## src/rtl/clkdiv_ctrl.sv

```systemverilog
// Programmable clock divider: registered ClkOut and Tick with period-aligned reconfiguration.
// Optional completed-period counter port PeriodCnt enabled by CLKDIV_CTRL_PERIOD_CNT_EN.
module clkdiv_ctrl #(
    parameter int   BUS_SIZE  = 8,
    parameter int   DEF_NB    = 5,
    parameter int   DEF_NBTON = 2,
    parameter logic POLARITE  = 1'b0
) (
    input  logic                ClkIn,
    input  logic                ResetN,
    input  logic                Start,
    input  logic                Stop,
    input  logic                CfgValid,
    output logic                CfgReady,
    input  logic [BUS_SIZE-1:0] CfgNb,
    input  logic [BUS_SIZE-1:0] CfgNbTon,
    output logic                CfgErr,
    output logic                ClkOut,
    output logic                Tick,
`ifdef CLKDIV_CTRL_PERIOD_CNT_EN
    output logic [15:0]         PeriodCnt,
`endif
    output logic                Running
);

    localparam logic [1:0] IDLE  = 2'd0;
    localparam logic [1:0] RUN   = 2'd1;
    localparam logic [1:0] DRAIN = 2'd2;

    logic [1:0]          stateReg, stateNext;
    logic [BUS_SIZE-1:0] cntReg, cntNext;
    logic [BUS_SIZE-1:0] nbReg, nbNext;
    logic [BUS_SIZE-1:0] nbTonReg, nbTonNext;
    logic                pendValidReg, pendValidNext;
    logic [BUS_SIZE-1:0] pendNbReg, pendNbNext;
    logic [BUS_SIZE-1:0] pendNbTonReg, pendNbTonNext;
    logic                clkOutReg, clkOutNext;
    logic                tickReg, tickNext;
    logic                cfgErrReg, cfgErrNext;
    logic                xfer, legal, wrap, goRun;

    assign CfgReady = !pendValidReg;
    assign xfer     = CfgValid && !pendValidReg;
    // Nb+1 can reach 2^BUS_SIZE, so the legality check needs one extra bit
    assign legal    = ({1'b0, CfgNbTon} <= ({1'b0, CfgNb} + (BUS_SIZE+1)'(1)));
    assign wrap     = (stateReg != IDLE) && (cntReg == nbReg);
    assign goRun    = Start && !Stop;

    always_comb begin
        stateNext     = stateReg;
        cntNext       = cntReg;
        nbNext        = nbReg;
        nbTonNext     = nbTonReg;
        pendValidNext = pendValidReg;
        pendNbNext    = pendNbReg;
        pendNbTonNext = pendNbTonReg;
        tickNext      = 1'b0;
        clkOutNext    = POLARITE;
        cfgErrNext    = xfer && !legal;

        // Active config only moves while idle or exactly at a period boundary
        if (stateReg == IDLE) begin
            if (xfer && legal) begin
                nbNext    = CfgNb;
                nbTonNext = CfgNbTon;
            end
        end else if (wrap) begin
            if (xfer && legal) begin
                nbNext    = CfgNb;
                nbTonNext = CfgNbTon;
            end else if (pendValidReg) begin
                nbNext    = pendNbReg;
                nbTonNext = pendNbTonReg;
            end
            pendValidNext = 1'b0;
        end else if (xfer && legal) begin
            pendValidNext = 1'b1;
            pendNbNext    = CfgNb;
            pendNbTonNext = CfgNbTon;
        end

        case (stateReg)
            IDLE: begin
                if (goRun) begin
                    stateNext = RUN;
                    cntNext   = '0;
                    tickNext  = 1'b1;
                end
            end
            RUN, DRAIN: begin
                if (stateReg == RUN && Stop)
                    stateNext = DRAIN;
                else if (stateReg == DRAIN && goRun)
                    stateNext = RUN;
                else if (stateReg == DRAIN && wrap)
                    stateNext = IDLE;
                cntNext  = wrap ? '0 : cntReg + BUS_SIZE'(1);
                tickNext = wrap;
            end
            default: stateNext = IDLE;
        endcase

        if (stateNext == IDLE) begin
            cntNext  = '0;
            tickNext = 1'b0;
        end else begin
            clkOutNext = (cntNext < nbTonNext) ? POLARITE : ~POLARITE;
        end
    end

    always_ff @(posedge ClkIn or negedge ResetN) begin
        if (!ResetN) begin
            stateReg     <= IDLE;
            cntReg       <= '0;
            nbReg        <= BUS_SIZE'(DEF_NB);
            nbTonReg     <= BUS_SIZE'(DEF_NBTON);
            pendValidReg <= 1'b0;
            pendNbReg    <= '0;
            pendNbTonReg <= '0;
            clkOutReg    <= POLARITE;
            tickReg      <= 1'b0;
            cfgErrReg    <= 1'b0;
        end else begin
            stateReg     <= stateNext;
            cntReg       <= cntNext;
            nbReg        <= nbNext;
            nbTonReg     <= nbTonNext;
            pendValidReg <= pendValidNext;
            pendNbReg    <= pendNbNext;
            pendNbTonReg <= pendNbTonNext;
            clkOutReg    <= clkOutNext;
            tickReg      <= tickNext;
            cfgErrReg    <= cfgErrNext;
        end
    end

`ifdef CLKDIV_CTRL_PERIOD_CNT_EN
    logic [15:0] periodCntReg;

    always_ff @(posedge ClkIn or negedge ResetN) begin
        if (!ResetN)
            periodCntReg <= '0;
        else if (stateReg == IDLE && goRun)
            periodCntReg <= '0;
        else if (wrap)
            periodCntReg <= periodCntReg + 16'd1;
    end

    assign PeriodCnt = periodCntReg;
`endif

    assign ClkOut  = clkOutReg;
    assign Tick    = tickReg;
    assign CfgErr  = cfgErrReg;
    assign Running = (stateReg != IDLE);

endmodule

```

## config.mk

```make
export PLATFORM = sky130hd
export DESIGN_NAME = clkdiv_ctrl
export DESIGN_NICKNAME = d
export VERILOG_FILES = /design/src/rtl/clkdiv_ctrl.sv
export SDC_FILE = /design/constraint.sdc
export NUM_CORES = 1
export LEC_CHECK = 0
export ABC_AREA = 1
export BUFFER_PORTS_ARGS = -buffer_cell sky130_fd_sc_hd__buf_2
export CORE_MARGIN = 1.5
export CORE_UTILIZATION = 35
export CTS_BUF_LIST = sky130_fd_sc_hd__clkbuf_2 sky130_fd_sc_hd__clkbuf_4 sky130_fd_sc_hd__clkbuf_8
export DETAILED_ROUTE_END_ITERATION = 7
export PLACE_DENSITY = 0.57
export SLEW_MARGIN = 40
export SYNTH_ARGS = -nofsm -noshare
export SYNTH_HDL_FRONTEND = slang
export SYNTH_SLANG_ARGS = --single-unit
```

## constraint.sdc

```tcl
create_clock -name ClkIn -period 3 [get_ports ClkIn]
set_clock_uncertainty 0.2 [all_clocks]
set_input_delay 0.3 -clock ClkIn [delete_from_list [all_inputs] [get_ports ClkIn]]
set_output_delay 0.3 -clock ClkIn [all_outputs]
set_load 0.01 [all_outputs]
```

==> flow_summary.toml, run 1 <==
[status]
status = "finished with violations"
violations = "negative setup slack"

[detailed_routing]
routed_wirelength_mm = 7.83
vias = 2814
viasPerCell = 4.77
post_drt_wl_per_cell_um = 13.3
post-route-drc-count = 0
drt_iter0_markers = 170
antenna_left = 0
first_pass_iters = 4

[timing]
setup_viol = 1
final_max_slew_viol_count = 0
finalHoldViolCount = 0
tightest_slew_ns = 0.585
timing.final.crit_share_pct = 105
period_needed_ns = 3.16
fin_ws_ns = -0.158
fmax_mhz = 317
rsz0062_at_grt = "true"
whs_ns = 0.0393
slew_headroom_pct = 61.0

[critical_path]
setup.worst_path.start = "CfgNb[2]"
worstSetupEndpointType = "flip-flop"
crit_type = "primary input to flip-flop"
cp_common_cell = "a21oi_2"
r2r_cells = 14
cp.required_ns = 2.99
worstPathArrival_ns = 3.15
reg2reg_slack_ns = 0.16
slowest_delay_ns = 0.28
r2r_start = "nbReg[2]"
r2r-end = "ClkOut"
slowest_stage = "ha_1"
critPathBufInv = 3
path_cells = "buf_4 > inv_1 > nor3_2 > nand3_1 > nor2_1 > xor2_1 > ha_1 > a21boi_1 > o21ai_1 > nand2_1 > nand2_2 > nand2_4 > buf_12 > nand2_4 > a21oi_2 > nor3_2 > ha_1 > a21oi_2 > nor2_2 > a211oi_2 > a21oi_2"
cp_max_fo = 6
start_kind = "primary input"
path_delay_family = "simple AND/OR/NAND/NOR gates"

[min_path]
hp-start = "CfgValid"
hold_path_depth = 3
min_to = "CfgErr"
hp-class = "primary input to flip-flop"

[pwr]
p_leak_nw = 2.03
p_per_area_nw_per_um2 = 746
power.total_mw = 3.02
irDropWorstVdd_uv = 340

[logic_synthesis]
syn_area_um2 = 3090
syn_avg_cell_area_um2 = 7.57
synth.area.top_cells = "dfrtp_1, nand2_1, ha_1"
synth.distinct_cells = 41
synthCells = 408
synth_seq_cells = 46
synth.net_count = 450
async_flop_share_pct = 100
ys_seq_area_share_pct = 37.4
synth_edf_count = 0
yosysWarnings = 0
yosysTopAreaCell = "dfrtp_1"
yosysTopAreaCellShare_pct = 34.8
synth-main-ff-cell = "dfrtp_1"

[die]
coreArea_um2 = 8640
dieHeight_um = 97.0
initial_core_util_pct = 35.8
fp-row-count = 34
dieArea_um2 = 9400
ios = 26
die_width_um = 97.0

[cts]
cts_inserted_buffers = 5
cts_tree = "done"
ctsRootBufferMaster = "clkbuf_8"
cts.path.max_buffers = 2
htreeDepth = 2
cts_sinks = 46
clkSlewWorstSetupHoldPaths_ns = 0.09
worstSkewPairLatency_ns = 0.30

[global_route]
grt_first_pass_wirelength_mm = 13.3
first_global_vias = 2785
grt_overflow = 0
grt_max_degree = 47
antenna_found_initial = 0
grt_use_total_pct = 17.4

[run]
max_cap_viol_count = 0

[cells_and_area]
fillCellCount = 878
fin_nets = 523
n_antenna_cell = 0
syn_to_final_growth_pct = 31.0
utilization_pct = 46.9
drive_above_1_share_pct = 30.3
instances_no_fill = 590

[placed_design]
dpl.hpwl_mm = 5.87
gp_congestion = 0.869
post-place-ws_ns = -0.766
dp.cells = 565
port-buffer-count = 25
sequential cells by signal, summed over array words and instances (netlist names):
| signal | flops |
|---|---|
| CfgErr | 1 |
| ClkOut | 1 |
| Tick | 1 |
| cntReg | 8 |
| nbReg | 8 |
| nbTonReg | 8 |
| pendNbReg | 8 |
| pendNbTonReg | 8 |
| pendValidReg | 1 |
| stateReg | 2 |
metal layers:
metal / routed length [um] / vias up / global-route usage [%]
li1: - / 1458 / -
met1: 3990 / 1305 / 24.3
met2: 3600 / 41 / 28.0
met3: 132 / 10 / 2.17
met4: 112 / 0 / 5.35
met5: 0 / - / 0
Yosys cell counts, types with 3 or more instances:
cell type,number
nor3_1,6
a31oi_1,14
nand2_2,3
o21ai_0,24
clkbuf_1,5
nand3_1,19
or2_2,3
dfstp_2,3
mux2_2,6
ha_1,21
dfrtp_1,43
nand3b_1,3
nand2_1,95
a21oi_1,14
nor2_1,49
xor2_1,13
inv_2,4
a22oi_1,4
inv_1,53
area by class of cell:
cell class / instances / area, um^2 / area share [%]
repair buffers: 75 / 572 / 14.1
inverters: 61 / 239 / 5.90
flip-flops and latches: 46 / 1150 / 28.5
well taps: 108 / 135 / 3.34
multi-input cells: 292 / 1810 / 44.6
clock inverters: 2 / 60.1 / 1.48
clock buffers: 6 / 82.6 / 2.04
kinds of logic (layout without fill, tap and decap cells):
logic type / after synthesis / in the layout / share of synthesized area [%]
multiplexers: 7 / 7 / 2.67
AND/OR/NAND/NOR: 185 / 185 / 26.2
XOR/XNOR: 14 / 14 / 3.97
AO/OA/AOI/OAI: 65 / 65 / 12.3
buffers and inverters: 70 / 144 / 9.07
flip-flops: 46 / 46 / 37.4
adder cells (fa/ha/maj): 21 / 21 / 8.50
how the worst max path moves through the flow:
stage / endpoint / slack, ns / cells past startpoint
after floorplan: ClkOut / -0.26 / 24
final: ClkOut / -0.16 / 21
after detailed placement: ClkOut / -0.77 / 25
after global routing: ClkOut / -0.44 / 24
after global placement: ClkOut / -0.61 / 21
after CTS: ClkOut / -0.19 / 27
power breakdown:
part	switching (mW)	internal [mW]
Sequential	0.160	0.834
Clock	0.219	0.355
Combinational	0.842	0.609
Total	1.22	1.80
cells in the final DEF, fill, tap and decap left out, drive strengths merged:
cell type     n
xnor2         1
nor3          6
mux2          7
o21ai        26
a21boi        1
nand4         1
ha           21
clkinv        2
a31oi        14
o21a          1
dfstp         3
buf          74
a22oi         4
dlygate4sd3   1
bufinv        2
a21oi        16
clkbuf        6
inv          59
nand3b        3
o22ai         1
xor2         13
o31ai         1
nor2         52
a211oi        1
or2           4
dfrtp        43
nand3        20
nand2        99
worst reg2reg max path: stages (launching register included):
cell	delay [ns]
dfstp_2	0.56
xor2_1	0.14
nor2_1	0.06
nand4_2	0.17
nor2_4	0.06
inv_4	0.15
nand2_1	0.09
inv_1	0.12
nand3b_1	0.10
a22oi_1	0.28
ha_1	0.32
a21oi_2	0.16
nor2_2	0.05
a211oi_2	0.18
a21oi_2	0.08
timing repair:
item,in CTS,in global routing
buffers inserted,14,2
endpoints found under the setup margin,1,12
resized for setup,23,30
endpoints found under the hold margin,43,0
hold buffers,1,0
pin swaps,18,30
cloned,0,0
through the flow:
step                      TNS, ns  instance area, um^2
after detailed placement    -4.01                 3590
after CTS                  -0.189                 3930
after global placement      -2.39                 3580
after floorplan            -0.260                 3100
final                      -0.158                 4050
after global routing       -0.903                 4050
Power figures use the tool's default switching activity.
==> run 2, diff against run 1 <==
--- a/config.mk
+++ b/config.mk
@@ -11,7 +11,7 @@
 export CORE_UTILIZATION = 35
 export CTS_BUF_LIST = sky130_fd_sc_hd__clkbuf_2 sky130_fd_sc_hd__clkbuf_4 sky130_fd_sc_hd__clkbuf_8
 export DETAILED_ROUTE_END_ITERATION = 7
-export PLACE_DENSITY = 0.57
+export PLACE_DENSITY = 0.6
 export SLEW_MARGIN = 40
 export SYNTH_ARGS = -nofsm -noshare
 export SYNTH_HDL_FRONTEND = slang
==> flow_summary.toml, run 2 (synthesis results as in run 1) <==
[timing]
period_needed_ns = 3.09
tightest_slew_ns = 0.600
timing.final.crit_share_pct = 103
fmax_mhz = 324
final_max_slew_viol_count = 0
setup_viol = 1
rsz0062_at_grt = "true"
finalHoldViolCount = 0
fin_ws_ns = -0.0890
whs_ns = 0.0468
slew_headroom_pct = 60.0

[global_route]
grt_use_met1_pct = 23.2
antenna_found_initial = 0
grt_use_met3_pct = 2.46
grt_busiest_layer = "met2"
met2_usage_pct = 27.1
first_global_vias = 2656
grt_use_total_pct = 16.6
grt_overflow = 0
grt_first_pass_wirelength_mm = 12.8
grt_max_degree = 47

[detailed_routing]
first_pass_iters = 7
post_drt_wl_per_cell_um = 12.7
antenna_left = 0
routed_wirelength_mm = 7.33
viasPerCell = 4.75
drt_iter0_markers = 136
post-route-drc-count = 0
vias = 2740

[min_path]
hp-class = "primary input to flip-flop"
hold_path_depth = 3
min_to = "CfgErr"
hp-start = "CfgValid"

[critical_path]
crit_type = "primary input to flip-flop"
slowest_stage = "ha_1"
r2r-end = "ClkOut"
setup.worst_path.start = "CfgNb[0]"
cp_common_cell = "nand2_1"
cp_max_fo = 13
worstSetupEndpointType = "flip-flop"
slowest_delay_ns = 0.29
r2r_start = "nbReg[2]"
start_kind = "primary input"
reg2reg_slack_ns = 0.31
r2r_cells = 14
cp.required_ns = 2.99
worstPathArrival_ns = 3.08

[cts]
cts_inserted_buffers = 5
cts_sinks = 46
htreeDepth = 2
cts.path.max_buffers = 2
worstSkewPairLatency_ns = 0.30
ctsRootBufferMaster = "clkbuf_8"
clkSlewWorstSetupHoldPaths_ns = 0.09
cts_tree = "done"

[status]
status = "finished with violations"
violations = "negative setup slack"

[pwr]
p_leak_nw = 1.93
irDropWorstVdd_uv = 320
seqPwrFrac_pct = 36.3
power_frac_comb_pct = 49.3
power_switching_mw = 1.15
netSwitchingFraction_pct = 42.1
p_per_area_nw_per_um2 = 712
clock_power_share_pct = 14.5
p_int_mw = 1.57

[die]
coreArea_um2 = 8640
ios = 26
initial_core_util_pct = 35.8
dieArea_um2 = 9400
fp-row-count = 34
dieHeight_um = 97.0
die_width_um = 97.0

[placed_design]
port-buffer-count = 25
placed_area_um2 = 3590
gp_congestion = 0.834
dp.cells = 565
dpl.hpwl_mm = 5.73

[cells_and_area]
instances_no_fill = 577
syn_to_final_growth_pct = 23.6
layout_common_cells = "nand2_1, inv_1, nor2_1"
drive_above_1_share_pct = 24.7
fin_nets = 510
fillCellCount = 910
layout_commonest_cell = "nand2_1"
n_antenna_cell = 0
stdcell_area_um2 = 3820

[run]
max_cap_viol_count = 0
[run 2: changes by cell type in the layout (fill, tap and decap cells not counted), sizes merged]
cell,delta
buf,-13
bufinv,-2
clkinv,+2
clkinvlp,+1
inv,-1
[run 2: layout make-up]
cell class | count | area, um^2 | share of cell area, %
Clock buffer | 6 | 82.6 | 2.16
Tap cell | 108 | 135 | 3.54
Sequential cell | 46 | 1150 | 30.2
Multi-Input combinational cell | 292 | 1750 | 45.9
Clock inverter | 2 | 12.5 | 0.328
Inverter | 61 | 236 | 6.19
Timing Repair Buffer | 62 | 444 | 11.6
[run 2: worst max-delay path by stage]
stage                     endpoint  slack (ns)
after floorplan             ClkOut       -0.26
after global placement      ClkOut       -0.59
after detailed placement    ClkOut       -0.67
after CTS                   ClkOut       -0.12
after global routing        ClkOut       -0.33
final                       ClkOut       -0.09
[run 2: through the flow]
step	power, mW	utilization (%)	setup slack [ns]	TNS, ns
after detailed placement	2.31	41.5	-0.672	-3.67
final	2.72	44.2	-0.0890	-0.0890
after floorplan	1.91	-	-0.260	-0.260
after CTS	2.74	43.7	-0.119	-0.119
after global routing	2.99	44.2	-0.327	-0.327
after global placement	2.28	41.5	-0.591	-3.40
[run 2: worst max-delay path, delay by kind of cell]
family / cells / cell delay, ns
buffers and inverters: 4 / 0.40
AO/OA/AOI/OAI: 8 / 0.80
adder cells (fa/ha/maj): 3 / 0.70
AND/OR/NAND/NOR: 10 / 0.88
[run 2: timing repair]
action | 4_1_cts | 5_1_grt
setup endpoints to repair | 1 | 1
hold endpoints to repair | 43 | 0
setup buffers | 2 | 1
gates resized for setup | 18 | 9
pin swaps | 5 | 9
hold buffers | 1 | 0
[run 2: metal layers]
| metal | share of wire, % | wire length (um) | up-vias |
|---|---|---|---|
| met3 | 2.2 | 158 | 2 |
| li1 | - | - | 1431 |
| met5 | 0 | 0 | - |
| met1 | 50 | 3640 | 1277 |
| met4 | 0.65 | 48 | 0 |
| met2 | 47 | 3480 | 30 |
[run 2: power by group through the flow]
stage          clock [mW]  combinational, mW  sequential (mW)
2_1_floorplan           0              0.959            0.949
3_3_place_gp            0               1.28            0.994
3_5_place_dp            0               1.31             1.00
4_1_cts             0.414               1.34            0.989
5_1_grt             0.435               1.54             1.02
6_report            0.394               1.34            0.986
==> run 3, diff against run 2 <==
--- a/config.mk
+++ b/config.mk
@@ -9,7 +9,7 @@
 export BUFFER_PORTS_ARGS = -buffer_cell sky130_fd_sc_hd__buf_2
 export CORE_MARGIN = 1.5
 export CORE_UTILIZATION = 35
-export CTS_BUF_LIST = sky130_fd_sc_hd__clkbuf_2 sky130_fd_sc_hd__clkbuf_4 sky130_fd_sc_hd__clkbuf_8
+export CTS_BUF_LIST = sky130_fd_sc_hd__clkbuf_2
 export DETAILED_ROUTE_END_ITERATION = 7
 export PLACE_DENSITY = 0.6
 export SLEW_MARGIN = 40
==> flow_summary.toml, run 3 (synthesis results as in run 1) <==
[detailed_routing]
drt_iter0_markers = 149
viasPerCell = 4.76
post-route-drc-count = 0
antenna_left = 0
vias = 2817
post_drt_wl_per_cell_um = 12.9
first_pass_iters = 4
routed_wirelength_mm = 7.63

[cells_and_area]
drive_above_1_share_pct = 25.0
fillCellCount = 915
n_antenna_cell = 0
stdcell_area_um2 = 3940
fin_nets = 525
layout_common_cells = "nand2_1, inv_1, dfrtp_1, nor2_1, buf_4"
syn_to_final_growth_pct = 27.3
utilization_pct = 45.6
layout_commonest_cell = "nand2_1"

[timing]
rsz0062_at_grt = "true"
setup_viol = 0
finalHoldViolCount = 0
tightest_slew_ns = 0.610
slew_headroom_pct = 59.3
final_max_slew_viol_count = 0
period_needed_ns = 2.96
fmax_mhz = 338
timing.final.crit_share_pct = 98.7
whs_ns = 0.0519

[placed_design]
dpl.hpwl_mm = 5.73
port-buffer-count = 25
placed_area_um2 = 3590
gp_congestion = 0.834

[cts]
cts_tree = "done"
cts_inserted_buffers = 5
clkSlewWorstSetupHoldPaths_ns = 0.24
worstSkewPairLatency_ns = 0.42
cts_sinks = 46
cts.path.max_buffers = 2
ctsRootBufferMaster = "clkbuf_2"
htreeDepth = 2

[die]
dieHeight_um = 97.0
ios = 26
die_width_um = 97.0
coreArea_um2 = 8640
initial_core_util_pct = 35.8
dieArea_um2 = 9400
fp-row-count = 34

[critical_path]
crit_type = "primary input to flip-flop"
path_cells = "buf_6 > ha_4 > nand2_1 > nor2_2 > inv_1 > nor2_1 > inv_1 > o21ai_1 > o21ai_1 > ha_1 > nand3_1 > a21oi_2 > nand3_1 > nand2_2 > nand2_4 > buf_12 > nand2_1 > a21oi_2 > nor3_2 > ha_1 > a21oi_2 > nor2_2 > a211oi_2 > a21oi_2"
slowest_stage = "ha_1"
start_kind = "primary input"
slowest_delay_ns = 0.29
cp.required_ns = 3.14
worstSetupEndpointType = "flip-flop"
cp_common_cell = "a21oi_2"
worstPathArrival_ns = 3.10
cp_max_fo = 13

[pwr]
irDropWorstVdd_uv = 327
power.total_mw = 2.62
p_leak_nw = 1.98
p_per_area_nw_per_um2 = 666

[status]
status = "finished, final reports clean"

[min_path]
hp-class = "primary input to flip-flop"

[run]
max_cap_viol_count = 0

[global_route]
first_global_vias = 2727
grt_use_total_pct = 16.8
grt_overflow = 0
antenna_found_initial = 0
grt_max_degree = 47
grt_first_pass_wirelength_mm = 13.0
run 3: cell count changes in the layout (fill, tap and decap cells not counted), sizes merged:
cell         delta
clkinv          +1
clkbuf          -1
buf             +1
dlygate4sd3    +14
run 3: where the power goes:
group / total [mW] / internal, mW / switching (mW) / leakage [nW]
combinational: 1.38 / 0.578 / 0.799 / 1.36
clock: 0.257 / 0.0532 / 0.204 / 0.0264
sequential: 0.985 / 0.832 / 0.153 / 0.589
total: 2.62 / 1.46 / 1.16 / 1.98
run 3: worst max-delay path: cells and delay by family:
family                   cells  cell delay (ns)
AND/OR/NAND/NOR             10             0.95
buffers and inverters        4             0.39
AO/OA/AOI/OAI                7             0.77
adder cells (fa/ha/maj)      3             0.70
run 3: worst paths after layout:
path,startpoint,end,slack [ns],cells after the start
max,CfgNb[1],ClkOut,0.04,24
min,CfgNb[0],nbReg[0],0.05,4
max reg2reg,cntReg[2],ClkOut,0.27,14
max in group asynchronous,ResetN,pendNbReg[5],1.99,2
min in group asynchronous,ResetN,pendNbTonReg[6],0.20,2
min reg2reg,pendNbReg[5],pendNbReg[5],0.32,2
run 3: what timing repair did:
action / 4_1_cts / 5_1_grt
setup buffers: 2 / 2
pin swaps: 5 / 13
hold endpoints to repair: 55 / 2
gates resized for setup: 13 / 21
gates cloned: 0 / 0
endpoints found under the setup margin: 1 / 1
hold buffers: 13 / 2
run 3: routing by layer:
layer	wire length (um)	global-route usage, %
met5	0	0
met4	57	3.79
met3	140	2.46
met2	3720	27.5
met1	3710	23.4
run 3: cell type report:
type,count,area [um^2],area share (%)
Clock buffer,5,25.0,0.636
Clock inverter,3,16.3,0.413
Inverter,61,236,6.01
Multi-Input combinational cell,292,1770,44.9
Sequential cell,46,1150,29.3
Tap cell,108,135,3.43
Timing Repair Buffer,77,599,15.2
run 3: per-stage QoR:
step                      instances  TNS [ns]  worst slack [ns]
after floorplan                 408    -0.260            -0.260
after global placement          565     -3.40            -0.591
after detailed placement        565     -3.67            -0.672
after CTS                       588         0           0.00271
after global routing            592    -0.187            -0.187
final                           592         0            0.0383
